<file path="config.mk">
export PLATFORM = sky130hd
export DESIGN_NAME = envelope_adsr
export DESIGN_NICKNAME = d
export VERILOG_FILES = /design/src/rtl/env_pkg.sv /design/src/rtl/env_tick_gen.sv /design/src/rtl/envelope_adsr.sv
export SDC_FILE = /design/constraint.sdc
export NUM_CORES = 1
export LEC_CHECK = 0
export CAP_MARGIN = 20
export CORE_UTILIZATION = 40
export CTS_CLUSTER_SIZE = 20
export DETAILED_ROUTE_END_ITERATION = 10
export GPL_ROUTABILITY_DRIVEN = 0
export PLACE_DENSITY = 0.56
export SETUP_SLACK_MARGIN = 0.4
export SYNTH_ARGS = -nofsm -noshare
export SYNTH_HDL_FRONTEND = slang
export SYNTH_SLANG_ARGS = --single-unit
export TNS_END_PERCENT = 10
</file>
<file path="constraint.sdc">
create_clock -name clk -period 6.6 [get_ports clk]
set_input_delay 0.99 -clock clk [delete_from_list [all_inputs] [get_ports clk]]
set_output_delay 0.99 -clock clk [all_outputs]
set_load 0.005 [all_outputs]
</file>
<file path="src/rtl/env_pkg.sv">
// Shared definitions for the ADSR envelope stage: state encoding and level limits.
package env_pkg;

   localparam logic [2:0] ENV_IDLE    = 3'd0;
   localparam logic [2:0] ENV_ATTACK  = 3'd1;
   localparam logic [2:0] ENV_DECAY   = 3'd2;
   localparam logic [2:0] ENV_SUSTAIN = 3'd3;
   localparam logic [2:0] ENV_RELEASE = 3'd4;

   localparam logic [7:0] ENV_LEVEL_MAX = 8'd255;

   typedef enum logic [2:0] {
      ST_IDLE    = ENV_IDLE,
      ST_ATTACK  = ENV_ATTACK,
      ST_DECAY   = ENV_DECAY,
      ST_SUSTAIN = ENV_SUSTAIN,
      ST_RELEASE = ENV_RELEASE
   } env_state_e;

endpackage

</file>
<file path="src/rtl/env_tick_gen.sv">
// Envelope update prescaler: one-clock tick every TICK_DIV clocks.
module env_tick_gen #(
   parameter int TICK_DIV = 256
) (
   input  logic clk,
   input  logic rst_n,
   output logic tick
);

   localparam int CW = $clog2(TICK_DIV);
   localparam logic [CW-1:0] CNT_LAST = CW'(TICK_DIV - 1);

   logic [CW-1:0] cnt_q;
   logic [CW-1:0] cnt_d;

   assign tick  = (cnt_q == CNT_LAST);
   assign cnt_d = tick ? '0 : cnt_q + 1'b1;

   // Free-running counter, wraps after the terminal count.
   always_ff @(posedge clk or negedge rst_n) begin
      if (!rst_n) begin
         cnt_q <= '0;
      end else begin
         cnt_q <= cnt_d;
      end
   end

endmodule

</file>
<file path="src/rtl/envelope_adsr.sv">
// ADSR amplitude envelope: gate-driven level FSM and sample scaling.
// Build option: define ENV_EXP_RELEASE_EN for an exponential-like release
// (decrement max(1, level>>2) per tick, release_step ignored).
//
// state   | meaning
// IDLE    | silent, level held at 0
// ATTACK  | level ramps up by attack_step per tick until 255
// DECAY   | level ramps down by decay_step per tick until sustain_level
// SUSTAIN | level follows sustain_level until note off
// RELEASE | level ramps down to 0, then back to IDLE
module envelope_adsr
   import env_pkg::*;
#(
   parameter int TICK_DIV = 256
) (
   input  logic       clk,
   input  logic       rst_n,
   input  logic       gate,
   input  logic [7:0] data_in,
   input  logic [7:0] attack_step,
   input  logic [7:0] decay_step,
   input  logic [7:0] sustain_level,
   input  logic [7:0] release_step,
   output logic [7:0] data_out,
   output logic       busy,
   output logic [7:0] level
);

   logic tick;

   env_tick_gen #(.TICK_DIV(TICK_DIV)) u_tick_gen (
      .clk   (clk),
      .rst_n (rst_n),
      .tick  (tick)
   );

   env_state_e state_q, state_d;
   logic [7:0] level_q, level_d;
   logic [7:0] data_out_q, data_out_d;
   logic       busy_q, busy_d;
   logic       gate_q;
   logic       armed_q;

   logic        rise, fall;
   logic [8:0]  attack_sum;
   logic signed [9:0] decay_diff;
   logic [7:0]  rel_dec;
   logic        rel_to_zero;
   logic [16:0] product;

   // A gate that is already high when reset releases has no preceding low
   // level, so it must not count as a note-on; armed_q records that the gate
   // has been seen low at least once since reset.
   assign rise = gate & ~gate_q & armed_q;
   assign fall = ~gate & gate_q &
                 ((state_q == ST_ATTACK) || (state_q == ST_DECAY) || (state_q == ST_SUSTAIN));

   assign attack_sum = {1'b0, level_q} + {1'b0, attack_step};
   assign decay_diff = $signed({2'b00, level_q}) - $signed({2'b00, decay_step});

`ifdef ENV_EXP_RELEASE_EN
   assign rel_dec     = (level_q[7:2] == 6'd0) ? 8'd1 : {2'b00, level_q[7:2]};
   assign rel_to_zero = 1'b0;
`else
   assign rel_dec     = release_step;
   assign rel_to_zero = (release_step == 8'd0);
`endif

   // Next state and level: gate edges take priority over tick updates.
   always_comb begin
      state_d = state_q;
      level_d = level_q;
      if (rise) begin
         state_d = ST_ATTACK;
      end else if (fall) begin
         state_d = ST_RELEASE;
      end else if (tick) begin
         case (state_q)
            ST_IDLE: begin
               level_d = 8'd0;
            end
            ST_ATTACK: begin
               if ((attack_step == 8'd0) || attack_sum[8]) begin
                  level_d = ENV_LEVEL_MAX;
               end else begin
                  level_d = attack_sum[7:0];
               end
               if (level_d == ENV_LEVEL_MAX) begin
                  state_d = ST_DECAY;
               end
            end
            ST_DECAY: begin
               if ((decay_step == 8'd0) || (decay_diff <= $signed({2'b00, sustain_level}))) begin
                  level_d = sustain_level;
               end else begin
                  level_d = decay_diff[7:0];
               end
               if (level_d == sustain_level) begin
                  state_d = ST_SUSTAIN;
               end
            end
            ST_SUSTAIN: begin
               level_d = sustain_level;
            end
            ST_RELEASE: begin
               if (rel_to_zero || (rel_dec >= level_q)) begin
                  level_d = 8'd0;
               end else begin
                  level_d = level_q - rel_dec;
               end
               if (level_d == 8'd0) begin
                  state_d = ST_IDLE;
               end
            end
            default: begin
               state_d = ST_IDLE;
               level_d = 8'd0;
            end
         endcase
      end
   end

   // Output scaling: (level+1)/256 gain so that level 255 is unity gain.
   always_comb begin
      product    = 17'(data_in) * 17'({1'b0, level_q} + 9'd1);
      busy_d     = (state_d != ST_IDLE);
      data_out_d = 8'd0;
      if (level_q != 8'd0) begin
         // Bit 16 cannot be set for 8-bit operands; saturate defensively anyway.
         data_out_d = product[16] ? 8'hFF : product[15:8];
      end
   end

   // State, level, output and gate history registers.
   always_ff @(posedge clk or negedge rst_n) begin
      if (!rst_n) begin
         state_q    <= ST_IDLE;
         level_q    <= 8'd0;
         data_out_q <= 8'd0;
         busy_q     <= 1'b0;
         gate_q     <= 1'b0;
         armed_q    <= 1'b0;
      end else begin
         state_q    <= state_d;
         level_q    <= level_d;
         data_out_q <= data_out_d;
         busy_q     <= busy_d;
         gate_q     <= gate;
         armed_q    <= armed_q | ~gate;
      end
   end

   assign data_out = data_out_q;
   assign busy     = busy_q;
   assign level    = level_q;

endmodule

</file>
==> results.json <==
{
  "viasPerCell": 5.407,
  "worstPathBufferInverterCount": 2,
  "seq_area_frac_synth": 0.1435,
  "start_kind": "input pin",
  "startpoint": "data_in[6]",
  "cp_slowest_cell": "clkdlybuf4s50_1",
  "cts_resized": 0,
  "wl_per_cell_um": 15.84,
  "synthDistinctLibCells": 65,
  "tightestPinTransition_ns": 0.9080,
  "r2r_slack_ns": 0.89,
  "final-max-slew-violation-count": 0,
  "syn_nets": 771,
  "p_total_mw": 0.9458,
  "r2r_start": "level[0]",
  "synthAdderAreaFrac": 0.3333,
  "power_frac_comb": 0.525,
  "synthTopCellsByArea": "fa_1 17%, ha_1 16%, dfrtp_1 14%",
  "routed_wl_um": 13490,
  "place_hpwl_um": 10910,
  "cts_max_path_buffers": 2,
  "yosys.area.top_type": "fa_1",
  "core_um2": 12670,
  "cts_tree": "built",
  "crit_fanout": 9,
  "synth_cells": 615,
  "synth-compound-area-share": 0.1626,
  "route.detailed.drc": 0,
  "clock-sinks": 30,
  "skew_ns": 0.006784,
  "leakagePower_nw": 2.923,
  "yosysMostFrequentCell": "inv_1",
  "r2r_end": "data_out[3]",
  "fin_crit_sh": 0.8843,
  "ctsHoldBuffers": 0,
  "antenna_found_initial": 0,
  "synth-simple-area-share": 0.2073,
  "finalSetupTns_ns": 0,
  "dp_cells": 844,
  "seq_power_share": 0.235,
  "htreeDepth": 2,
  "maxSlewHeadroom": 0.3895,
  "netSwitchingFraction": 0.3703,
  "clk_pin_slew_worst_paths_ns": 0.05,
  "cp_common_cell": "fa_1",
  "drive_gt1_frac": 0.04853,
  "synth_top_flop_cell": "dfrtp_1",
  "track_usage": 0.2112,
  "ant_nets": 0,
  "die_x_um": 116.4,
  "final_area_um2": 6223,
  "hold_path.class": "reg -> reg",
  "syn_to_final_growth_pct": 18.94,
  "fp.dieArea_um2": 13540,
  "syn_avg_cell_area_um2": 8.508,
  "synth.top_cell.area_share": 0.1683,
  "grt_pass1_wl_um": 22270,
  "routed-via-count": 4607,
  "crit_cells": 16,
  "drt_first_pass_iters": 4,
  "switching_power_mw": 0.3502,
  "cts_inserted_buffers": 5,
  "p_int_mw": 0.5955,
  "ir_worst_vdd_v": 0.00008670,
  "synth_edf_count": 0,
  "cp_slowest_stage_delay_ns": 0.67,
  "synth_area_um2": 5233,
  "clk_latency_ns": 0.27,
  "yosys_warnings": 0,
  "grt.overflow.total": 0,
  "status": "finished, final reports clean",
  "netlist_top_cells_count": "76 x inv_1, 69 x ha_1, 59 x nand2_1, 44 x fa_1, 36 x nor2_1",
  "power_density_nw_per_um2": 152.0,
  "grt_max_degree": 31,
  "initial_core_util": 0.4130,
  "first_iter_violations": 209,
  "period_needed_ns": 5.836,
  "ios": 60,
  "die_h_um": 116.4,
  "max_cap_viol_count": 0,
  "rsz0062_at_grt": "no",
  "crit_type": "in -> reg",
  "diodes": 0,
  "critPathRequiredTime_ns": 6.74,
  "endpoint": "data_out[3]",
  "holdCritStartpoint": "u_tick_gen.cnt_q[4]",
  "synth-xor-area-share": 0.07030,
  "cts_root_buf": "clkbuf_16",
  "synth.area.mux_share": 0.01961,
  "portBuffers": 59,
  "layout.cells.non_filler": 852,
  "hold_viol_final": 0,
  "ys_seq_elements": 30,
  "grt_pass1_vias": 4574,
  "synth_top_family_by_area": "adder cells",
  "fmax_ghz": 0.1713,
  "crit_family": "adder cells",
  "async_flop_share": 1.000,
  "placed_area_um2": 6067,
  "p_clk_frac": 0.241,
  "crit_arrival_ns": 5.98,
  "critPathCaptureType": "flip-flop",
  "r2r_cells": 20,
  "cts_setup_buffers": 0,
  "final_nets": 835,
  "cp_cell_sequence": "clkdlybuf4s50_1 > nand2_1 > fa_1 > fa_1 > inv_1 > fa_1 > fa_1 > ha_1 > a21o_1 > a21oi_1 > o21ai_0 > o41a_1 > a211o_1 > a21oi_1 > xnor2_1 > a21oi_1",
  "report.final.setup_viol": 0,
  "rows": 41
}
-- final cells by class --
cell class	instances	area, um2
inverters	76	285.3
clock inverters	1	5.005
clock buffers	7	142.6
multi-input cells	497	4158
fillers	1278	6447
flip-flops and latches	30	752.0
well taps	172	215.2
repair buffers	69	665.6
-- how the worst min path moves through the flow --
stage                     slack (ns)                  end  depth (start not counted)
after floorplan                 0.44              armed_q                          1
after global placement          0.45              armed_q                          1
after detailed placement        0.47              armed_q                          1
after CTS                       0.48  u_tick_gen.cnt_q[4]                          1
after global routing            0.51  u_tick_gen.cnt_q[4]                          1
final                           0.48  u_tick_gen.cnt_q[4]                          1
-- per-layer routing --
metal / part of all wire / global-route usage / wire [um]
met5: 0 / 0 / 0
met2: 0.49 / 0.3677 / 6575
met1: 0.46 / 0.2805 / 6239
met3: 0.031 / 0.01920 / 417
met4: 0.019 / 0.05470 / 259
-- state kept, by name, indices dropped and copies added, names as in the netlist --
name              flops
busy                  1
state_q               3
gate_q                1
u_tick_gen.cnt_q      8
level                 8
data_out              8
armed_q               1
-- logic make-up (layout without fill, tap and decap cells) --
group / count (synthesis) / count (layout)
multiplexers: 10 / 10
flip-flops: 30 / 30
XOR/XNOR: 42 / 42
AND/OR/NAND/NOR: 207 / 207
adder cells (fa/ha/maj): 113 / 113
buffers and inverters: 88 / 153
AO/OA/AOI/OAI: 125 / 125
-- power by group through the flow --
| stage | combinational, mW | clock, mW | sequential (mW) |
|---|---|---|---|
| after global placement | 0.485 | 0 | 0.224 |
| after floorplan | 0.331 | 0 | 0.223 |
| final | 0.496 | 0.228 | 0.222 |
| after global routing | 0.561 | 0.242 | 0.225 |
| after CTS | 0.500 | 0.232 | 0.222 |
| after detailed placement | 0.496 | 0 | 0.225 |
-- layout by cell type (no fill, tap or decap), types with 20 or more instances in the layout --
cell type         n
inv_1            76
ha_1             69
nand2_1          59
clkdlybuf4s50_1  59
fa_1             44
nor2_1           36
a21oi_1          35
dfrtp_1          29
and2_1           28
xnor2_1          26
o21ai_0          20
-- metrics by stage --
step                setup slack (ns)    util  hold WS (ns)
global route                  0.4040  0.4912        0.5129
CTS                           0.5953  0.4905        0.4813
floorplan                      1.151       -        0.4350
detailed placement            0.5033  0.4788        0.4676
finish                        0.7636  0.4912        0.4776
global placement              0.5701  0.4788        0.4506
No activity file was read; power rests on OpenSTA's default activity.
